### src/rtl/cpu_bus_pkg.sv
// cpu_bus_pkg: shared AXI encodings and uncached fetch FSM state type
package cpu_bus_pkg;
  localparam logic [2:0] AXI_SIZE_4B    = 3'b010;
  localparam logic [1:0] AXI_BURST_INCR = 2'b01;
  localparam logic [1:0] AXI_RESP_OKAY  = 2'b00;
  localparam logic [2:0] ARPROT_INST    = 3'b100;
  typedef enum logic [2:0] {IDLE, AR, R, HOLD, DRAIN} ifetch_ucst_e;
endpackage

### src/rtl/inst_uncached_fetch_bridge.sv
// inst_uncached_fetch_bridge: single-outstanding uncached instruction fetch over one AXI4 read beat
module inst_uncached_fetch_bridge
  import cpu_bus_pkg::*;
#(
  parameter int AXI_ID = 0,
  parameter int ID_W   = 4
) (
  input  logic            clk,
  input  logic            resetn,
  input  logic            req,
  input  logic [31:0]     reqAddr,
  input  logic            flush,
  input  logic            accept,
  output logic            instSramValid,
  output logic [31:0]     instSramData,
  output logic            instSramErr,
  output logic [ID_W-1:0] arid,
  output logic [31:0]     araddr,
  output logic [7:0]      arlen,
  output logic [2:0]      arsize,
  output logic [1:0]      arburst,
  output logic [3:0]      arcache,
  output logic [2:0]      arprot,
  output logic            arvalid,
  input  logic            arready,
  input  logic [ID_W-1:0] rid,
  input  logic [31:0]     rdata,
  input  logic [1:0]      rresp,
  input  logic            rlast,
  input  logic            rvalid,
  output logic            rready
);
  ifetch_ucst_e state;
  logic [31:0] addr_q;
  logic [31:0] data_q;
  logic        err_q;
  logic        kill_q;
  logic        unused_rid;
  assign unused_rid    = ^rid;
  assign arid          = ID_W'(AXI_ID);
  assign araddr        = addr_q;
  assign arlen         = 8'd0;
  assign arsize        = AXI_SIZE_4B;
  assign arburst       = AXI_BURST_INCR;
  assign arcache       = 4'b0000;
  assign arprot        = ARPROT_INST;
  assign instSramData  = data_q;
  assign instSramErr   = err_q;
  // the held word is only offered while the fetch stage still asks for that exact address
  assign instSramValid = (state == HOLD) && (reqAddr == addr_q) && !flush;
  // fetch FSM: AR handshake, R beat capture, hold for consumer, drain killed reads
  always_ff @(posedge clk or negedge resetn)
    if (!resetn) begin
      state   <= IDLE;
      arvalid <= 1'b0;
      rready  <= 1'b0;
      addr_q  <= 32'd0;
      data_q  <= 32'd0;
      err_q   <= 1'b0;
      kill_q  <= 1'b0;
    end else begin
      case (state)
        IDLE:
          if (req && !flush) begin
            addr_q  <= reqAddr;
            arvalid <= 1'b1;
            state   <= AR;
          end
        AR: begin
          if (flush) kill_q <= 1'b1;
          if (arready) begin
            arvalid <= 1'b0;
            rready  <= 1'b1;
            state   <= (kill_q || flush) ? DRAIN : R;
          end
        end
        R:
          if (rvalid && rlast) begin
            rready <= 1'b0;
            if (flush) state <= IDLE;
            else begin
              data_q <= rdata;
              err_q  <= (rresp != AXI_RESP_OKAY);
              state  <= HOLD;
            end
          end else if (flush) state <= DRAIN;
        DRAIN:
          if (rvalid && rlast) begin
            rready <= 1'b0;
            kill_q <= 1'b0;
            state  <= IDLE;
          end
        HOLD:
          if (accept || flush || (reqAddr != addr_q)) state <= IDLE;
        default: state <= IDLE;
      endcase
    end
endmodule

### config.mk
export PLATFORM = sky130hd
export DESIGN_NAME = inst_uncached_fetch_bridge
export DESIGN_NICKNAME = d
export VERILOG_FILES = /design/src/rtl/cpu_bus_pkg.sv /design/src/rtl/inst_uncached_fetch_bridge.sv
export SDC_FILE = /design/constraint.sdc
export NUM_CORES = 1
export LEC_CHECK = 0
export CAP_MARGIN = 40
export CORE_MARGIN = 3
export CORE_UTILIZATION = 30
export CTS_CLUSTER_SIZE = 25
export DETAILED_ROUTE_END_ITERATION = 10
export PLACE_DENSITY = 0.73
export SLEW_MARGIN = 5
export SYNTH_ARGS = -nofsm -noshare
export SYNTH_HDL_FRONTEND = slang
export SYNTH_SLANG_ARGS = --single-unit
### constraint.sdc
create_clock -name clk -period 5.59 [get_ports clk]
set_clock_uncertainty 0.1 [all_clocks]
set_input_delay 0.8385 -clock clk [delete_from_list [all_inputs] [get_ports clk]]
set_output_delay 0.8385 -clock clk [all_outputs]
set_load 0.05 [all_outputs]
==> key figures, run 1 <==
GRT
  – First-pass GRT wire length: 12,700 um
  – Pin count of the biggest net entering global routing: 39
  – Initial antenna violation count: 0
  – Remaining Overflow, GRT: 0
  – GRT Resource Usage Total: 12.6%
  – Vias in the first global route: 2,544

CTS
  – Worst-Skew Late Latency: 0.34 ns
  – PostCTS Resize Cnt: 0
  – Root buf cell: clkbuf_8
  – Post-CTS Setup Inserts: 0
  – CTS Sinks: 71
  – CTS tree: built
  – Clock slew at reported path FFs: 0.08 ns
  – Bufs on Longest Clock Path: 2
  – Hold buffer count at CTS: 0
  – # H-tree levels: 3
  – Total CTS buffers: 9

Place
  – Buffers on Ports: 141
  – Placed Area: 4800 um^2
  – Placer congestion estimate: 0.836
  – Detailed Place HPWL: 6060 um
  – Setup WS pre-CTS: 1.40 ns

Logic synthesis
  – Syn Std Cell Area: 3330 um^2
  – Ranking of synthesized cells by area: dfrtp_1 (53%), mux2_2 (21%), buf_4 (6.1%)
  – Yosys top cell by area: dfrtp_1
  – Sequential-to-total area share from yosys stat: 53.4%
  – Mapped Avg Cell Area: 12.8 um^2
  – Synth Flop Type: dfrtp_1
  – Asr flop ratio synth: 100%
  – Flop and latch count out of synthesis: 71
  – EDFF count, synth: 0
  – Post-Syn Instances: 260
  – Unique masters post-synth: 39
  – Yosys warnings: 0
  – Yosys top cell area share: 53.4%

Critical path
  – CP required: 4.65 ns
  – CP startpoint kind: input pin
  – Critical path arrival: 3.17 ns
  – Worst setup EP type: primary output
  – Worst Path Max Fanout: 7
  – Setup CP Type: in2out

Finish
  – Area added between synthesis and finish: 52.0%
  – # fillers: 992
  – ANT cells: 0
  – Share of cells above drive strength 1: 21.0%
  – Design Area, Final: 5060 um^2
  – Nets: 482
  – Finished Core Util: 47.9%

Power and ir drop
  – PwrDens: 539 nW/um^2
  – LEAKAGE: 2.18 nW
  – Max IR drop VDD: 0.378 mV

Timing
  – Hold Slack: 0.341 ns
  – Worst-Margin Slew: 0.771 ns
  – Final Hold Viols: 0
  – Max Freq: 244 MHz
  – Fin crit share: 73.4%
  – Final setup margin: 1.48 ns
  – RSZ-0062 raised after global routing: no
  – Final critical-path required period: 4.11 ns
  – Setup TNS: 0 ns
  – Slew HR: 48.6%
  – Pins over their slew limit: 0
  – Final setup viols: 0

Routing
  – DR DRC count: 0
  – Antenna-violating nets left: 0
  – Starting DRT DRC Count: 64
  – Via Count: 2,470
  – Detailed-route vias per instance: 4.53
  – DR pass1 iterations: 4
  – DRT Wirelength: 7910 um
  – Routed wire per std cell: 14.5 um

Die
  – Core area: 10,600 um^2
  – Die Span Y: 111 um
  – Die area: 12,400 um^2
  – I/O pins: 170
  – Row Count: 37
  – Starting density of the core: 31.5%
  – Die width: 111 um

Run status
  – Status: finished clean

Min path
  – Hold Crit Class: in2async

Job
  – MaxCap Viol Count: 0
[metal layers]
layer / GRT usage [%] / share of wire [%] / up-vias / wire [um]
li1: - / - / 1153 / -
met3: 5.79 / 11 / 4 / 900
met4: 2.92 / 0.48 / 0 / 38
met1: 15.7 / 43 / 1169 / 3380
met5: 0 / 0 / - / 0
met2: 20.1 / 45 / 144 / 3590
[worst max-delay path, cell delays in order]
cell             delay (ns)
clkdlybuf4s50_1        0.53
or3_4                  0.39
nor4_2                 0.27
nand4_1                0.23
inv_1                  0.10
clkdlybuf4s50_1        0.80
[cell usage after synthesis (all sizes together), types with 2 or more instances]
cell type  instances
nor4               2
buf               31
nand3              2
dfrtp             71
nand2              9
nor2               4
nand4              7
inv                8
conb               2
xor2               5
xnor2             23
o21ai              9
nor3               3
mux2              61
a21oi              5
[state kept, by name, summed over array words and instances, names as in the netlist]
register	flops
araddr	32
kill_q	1
instSramErr	1
arvalid	1
instSramData	32
state	3
rready	1
[power by group]
group          total, mW  leakage [nW]  switching (mW)  internal (mW)
Combinational       1.38          1.14           0.841          0.535
Sequential         0.830         0.909           0.147          0.683
Clock              0.518         0.130           0.197          0.321
[logic make-up (layout without fill, tap and decap cells)]
kind of cell	count (synthesis)	count (layout)	share of synthesized area, %
flip-flops	71	71	53.4
XOR/XNOR	28	28	7.37
other	2	24	0.226
AND/OR/NAND/NOR	33	33	5.90
AO/OA/AOI/OAI	25	25	4.77
buffers and inverters	40	167	7.71
multiplexers	61	61	20.6
[metrics by stage]
| stage | cells | power (mW) |
|---|---|---|
| after floorplan | 282 | 1.75 |
| after detailed placement | 529 | 2.23 |
| after global placement | 527 | 2.20 |
| after global routing | 545 | 2.86 |
| final | 545 | 2.72 |
| after CTS | 545 | 2.77 |
[final cells by class]
class,instances,area (um^2),area share (%)
Sequential cell,71,1780,35.1
Timing Repair Buffer,143,1450,28.6
Multi-Input combinational cell,171,1380,27.2
Tap cell,136,170,3.36
Clock buffer,11,151,2.99
Clock inverter,5,104,2.05
Inverter,8,30.0,0.594
[worst paths after layout]
| check | start | endpoint | slack, ns | cells past startpoint |
|---|---|---|---|---|
| max | flush | instSramValid | 1.48 | 6 |
| min | resetn | instSramData[13]$_DFFE_PN0P_ | 0.34 | 1 |
| max reg2reg | state[0]$_DFFE_PN0P_ | instSramData[0]$_DFFE_PN0P_ | 3.42 | 3 |
| min reg2reg | arvalid$_DFFE_PN0P_ | arvalid$_DFFE_PN0P_ | 0.40 | 2 |
| max in group asynchronous | resetn | araddr[23]$_DFFE_PN0P_ | 4.48 | 2 |
| min in group clk | arvalid$_DFFE_PN0P_ | arvalid$_DFFE_PN0P_ | 0.40 | 2 |
[cells in the final DEF, fill, tap and decap left out, types with 2 or more instances in the layout]
cell type        netlist  layout
xnor2_1               23      23
nor2_1                 4       4
dfrtp_1               71      71
mux2_2                61      61
o21ai_0                8       8
bufinv_16              0       3
inv_1                  7       7
buf_12                 0       2
xor2_1                 5       5
conb_1                 2      24
nand2_1                9       9
clkbuf_8               0      11
nand4_1                7       7
a21oi_1                5       5
clkdlybuf4s50_1        0     140
nor3_1                 2       2
No activity file was read; power rests on OpenSTA's default activity.
==> inputs of run 2 (changes only) <==
- PLACE_DENSITY: 0.73 -> 0.76
- clock period: 5.59 -> 3.6 ns (I/O delays scaled with it)
==> run 2 against run 1 <==
Final area fell by 1.6%. Hold slack got worse by 0.29 ns. Total power rose by 46%. Sequential cell count did not move.
==> key figures, run 2 (same netlist as run 1, synthesis figures left out) <==
Run status
  – Status: finished clean (unchanged)

Power and ir drop
  – P_int: 2.17 mW (was 1.54 mW)
  – Clock power frac: 14.2% (was 19.0%)
  – PwrDens: 801 nW/um^2 (was 539 nW/um^2)
  – Max IR drop VDD: 0.455 mV (was 0.378 mV)
  – Switch share: 45.5% (was 43.5%)
  – Comb pwr share: 53.4% (was 50.5%)
  – Seq pwr share: 32.4% (was 30.5%)
  – Sw power: 1.81 mW (was 1.19 mW)
  – LEAKAGE: 2.14 nW (was 2.18 nW)

CTS
  – Worst-Skew Late Latency: 0.34 ns (about the same)
  – Root buf cell: clkbuf_8 (unchanged)
  – Bufs on Longest Clock Path: 2 (unchanged)
  – CTS tree: built (unchanged)
  – Post-CTS Setup Inserts: 0 (unchanged)
  – Clock slew at reported path FFs: 0.07 ns (was 0.08 ns)
  – # H-tree levels: 3 (unchanged)
  – Total CTS buffers: 9 (unchanged)
  – CTS Sinks: 71 (unchanged)
  – Hold buffer count at CTS: 0 (unchanged)
  – PostCTS Resize Cnt: 0 (unchanged)

Critical path
  – Setup CP Type: in2out (unchanged)
  – Worst setup EP type: primary output (unchanged)
  – Critical path arrival: 2.28 ns (was 3.17 ns)
  – Worst Path Max Fanout: 7 (unchanged)
  – CP startpoint kind: input pin (unchanged)
  – CP required: 2.96 ns (was 4.65 ns)

GRT
  – Remaining Overflow, GRT: 0 (unchanged)
  – Initial antenna violation count: 0 (unchanged)
  – Pin count of the biggest net entering global routing: 39 (unchanged)
  – First-pass GRT wire length: 13,000 um (was 12,700 um)
  – Vias in the first global route: 2,542 (was 2,544)
  – GRT Resource Usage Total: 13.0% (was 12.6%)

Die
  – Starting density of the core: 31.5% (unchanged)
  – Die width: 111 um (unchanged)
  – Core area: 10,600 um^2 (unchanged)
  – Die Span Y: 111 um (unchanged)
  – Die area: 12,400 um^2 (unchanged)
  – Row Count: 37 (unchanged)
  – I/O pins: 170 (unchanged)

Finish
  – Share of cells above drive strength 1: 21.0% (unchanged)
  – ANT cells: 0 (unchanged)
  – Nets: 482 (unchanged)
  – Multi-input gate area: 1380 um^2 (unchanged)
  – # fillers: 980 (was 992)
  – Area added between synthesis and finish: 49.5% (was 52.0%)
  – Most common cell after layout, fill and taps aside: clkdlybuf4s50_1 (unchanged)
  – Commonest non-fill, non-tap cells in the layout: clkdlybuf4s50_1 (139), dfrtp_1 (71), mux2_2 (61), conb_1 (24), xnor2_1 (23) (was clkdlybuf4s50_1 (140), dfrtp_1 (71), mux2_2 (61), conb_1 (24), xnor2_1 (23))
  – Final cell count without fillers: 545 (unchanged)
  – FF+latch area: 1780 um^2 (unchanged)

Routing
  – DR pass1 iterations: 5 (was 4)
  – Detailed-route vias per instance: 4.48 (was 4.53)
  – Starting DRT DRC Count: 65 (was 64)
  – DRT Wirelength: 7840 um (was 7910 um)
  – Via Count: 2,443 (was 2,470)
  – DR DRC count: 0 (unchanged)
  – Antenna-violating nets left: 0 (unchanged)
  – Routed wire per std cell: 14.4 um (was 14.5 um)

Timing
  – Final Hold Viols: 0 (unchanged)
  – Pins over their slew limit: 0 (unchanged)
  – Worst-Margin Slew: 0.740 ns (was 0.771 ns)
  – RSZ-0062 raised after global routing: no (unchanged)
  – Setup TNS: 0 ns (unchanged)
  – Max Freq: 342 MHz
  – Final setup viols: 0 (unchanged)
  – Fin crit share: 81.2%
  – Slew HR: 50.7% (was 48.6%)
  – Final critical-path required period: 2.92 ns

Job
  – MaxCap Viol Count: 0 (unchanged)

Place
  – Detailed Place HPWL: 6020 um (was 6060 um)
  – Buffers on Ports: 141 (unchanged)
  – Placer congestion estimate: 0.841 (was 0.836)
  – Placed cells: 529 (unchanged)

Min path
  – Hold Crit Class: in2async (unchanged)
## run 2: changes by cell type in the layout (fill, tap and decap cells not counted)
cell	before	now
bufinv_16	3	0
clkinv_2	1	4
clkdlybuf4s50_1	140	139
clkbuf_1	0	1
buf_4	1	2
clkinv_4	1	0
## run 2: metrics by stage
| step | area, um^2 | worst slack (ns) | power, mW | hold slack [ns] | utilization, % |
|---|---|---|---|---|---|
| finish | 4980 | 0.678 | 3.98 | 0.0528 | 47.1 |
| global route | 4980 | 0.506 | 4.20 | 0.0569 | 47.1 |
| CTS | 4980 | 0.639 | 4.04 | 0.0451 | 47.1 |
| detailed placement | 4800 | 0.657 | 3.45 | 0.383 | 45.5 |
| global placement | 4780 | 0.650 | 3.41 | 0.370 | 45.3 |
| floorplan | 3410 | 1.15 | 2.72 | 0.144 | - |
## run 2: power by group through the flow
stage	sequential, mW	combinational [mW]	clock [mW]
2_1_floorplan	2.14	0.585	0
3_3_place_gp	1.29	2.12	0
3_5_place_dp	1.31	2.14	0
4_1_cts	1.29	2.15	0.595
5_1_grt	1.33	2.24	0.633
6_report	1.29	2.13	0.567
## run 2: worst max-delay path: stages
cell,delay (ns)
clkdlybuf4s50_1,0.54
or3_4,0.40
nor4_2,0.26
nand4_1,0.23
inv_1,0.16
buf_12,0.15
## run 2: final cells by class
cell class | count | share of cell area [%]
Sequential cell | 71 | 35.7
Timing Repair Buffer | 143 | 29.1
Multi-Input combinational cell | 171 | 27.7
Tap cell | 136 | 3.42
Clock buffer | 12 | 3.12
Inverter | 8 | 0.603
Clock inverter | 4 | 0.402
## run 2: routing by layer
layer	vias up	wire [um]	track usage (%)
met3	7	927	6.17
met2	142	3590	20.3
met1	1142	3220	15.8
li1	1152	-	-
met5	-	0	0
met4	0	97	4.14
## run 2: path summary, 6_finish.rpt
kind	from	to	slack (ns)	depth (start not counted)
max	flush	instSramValid	0.68	6
min	resetn	instSramData[9]$_DFFE_PN0P_	0.05	1
max reg2reg	state[0]$_DFFE_PN0P_	instSramData[30]$_DFFE_PN0P_	1.41	3
min reg2reg	arvalid$_DFFE_PN0P_	arvalid$_DFFE_PN0P_	0.39	2
max in group asynchronous	resetn	state[1]$_DFFE_PN0P_	2.79	2
min in group clk	arvalid$_DFFE_PN0P_	arvalid$_DFFE_PN0P_	0.39	2
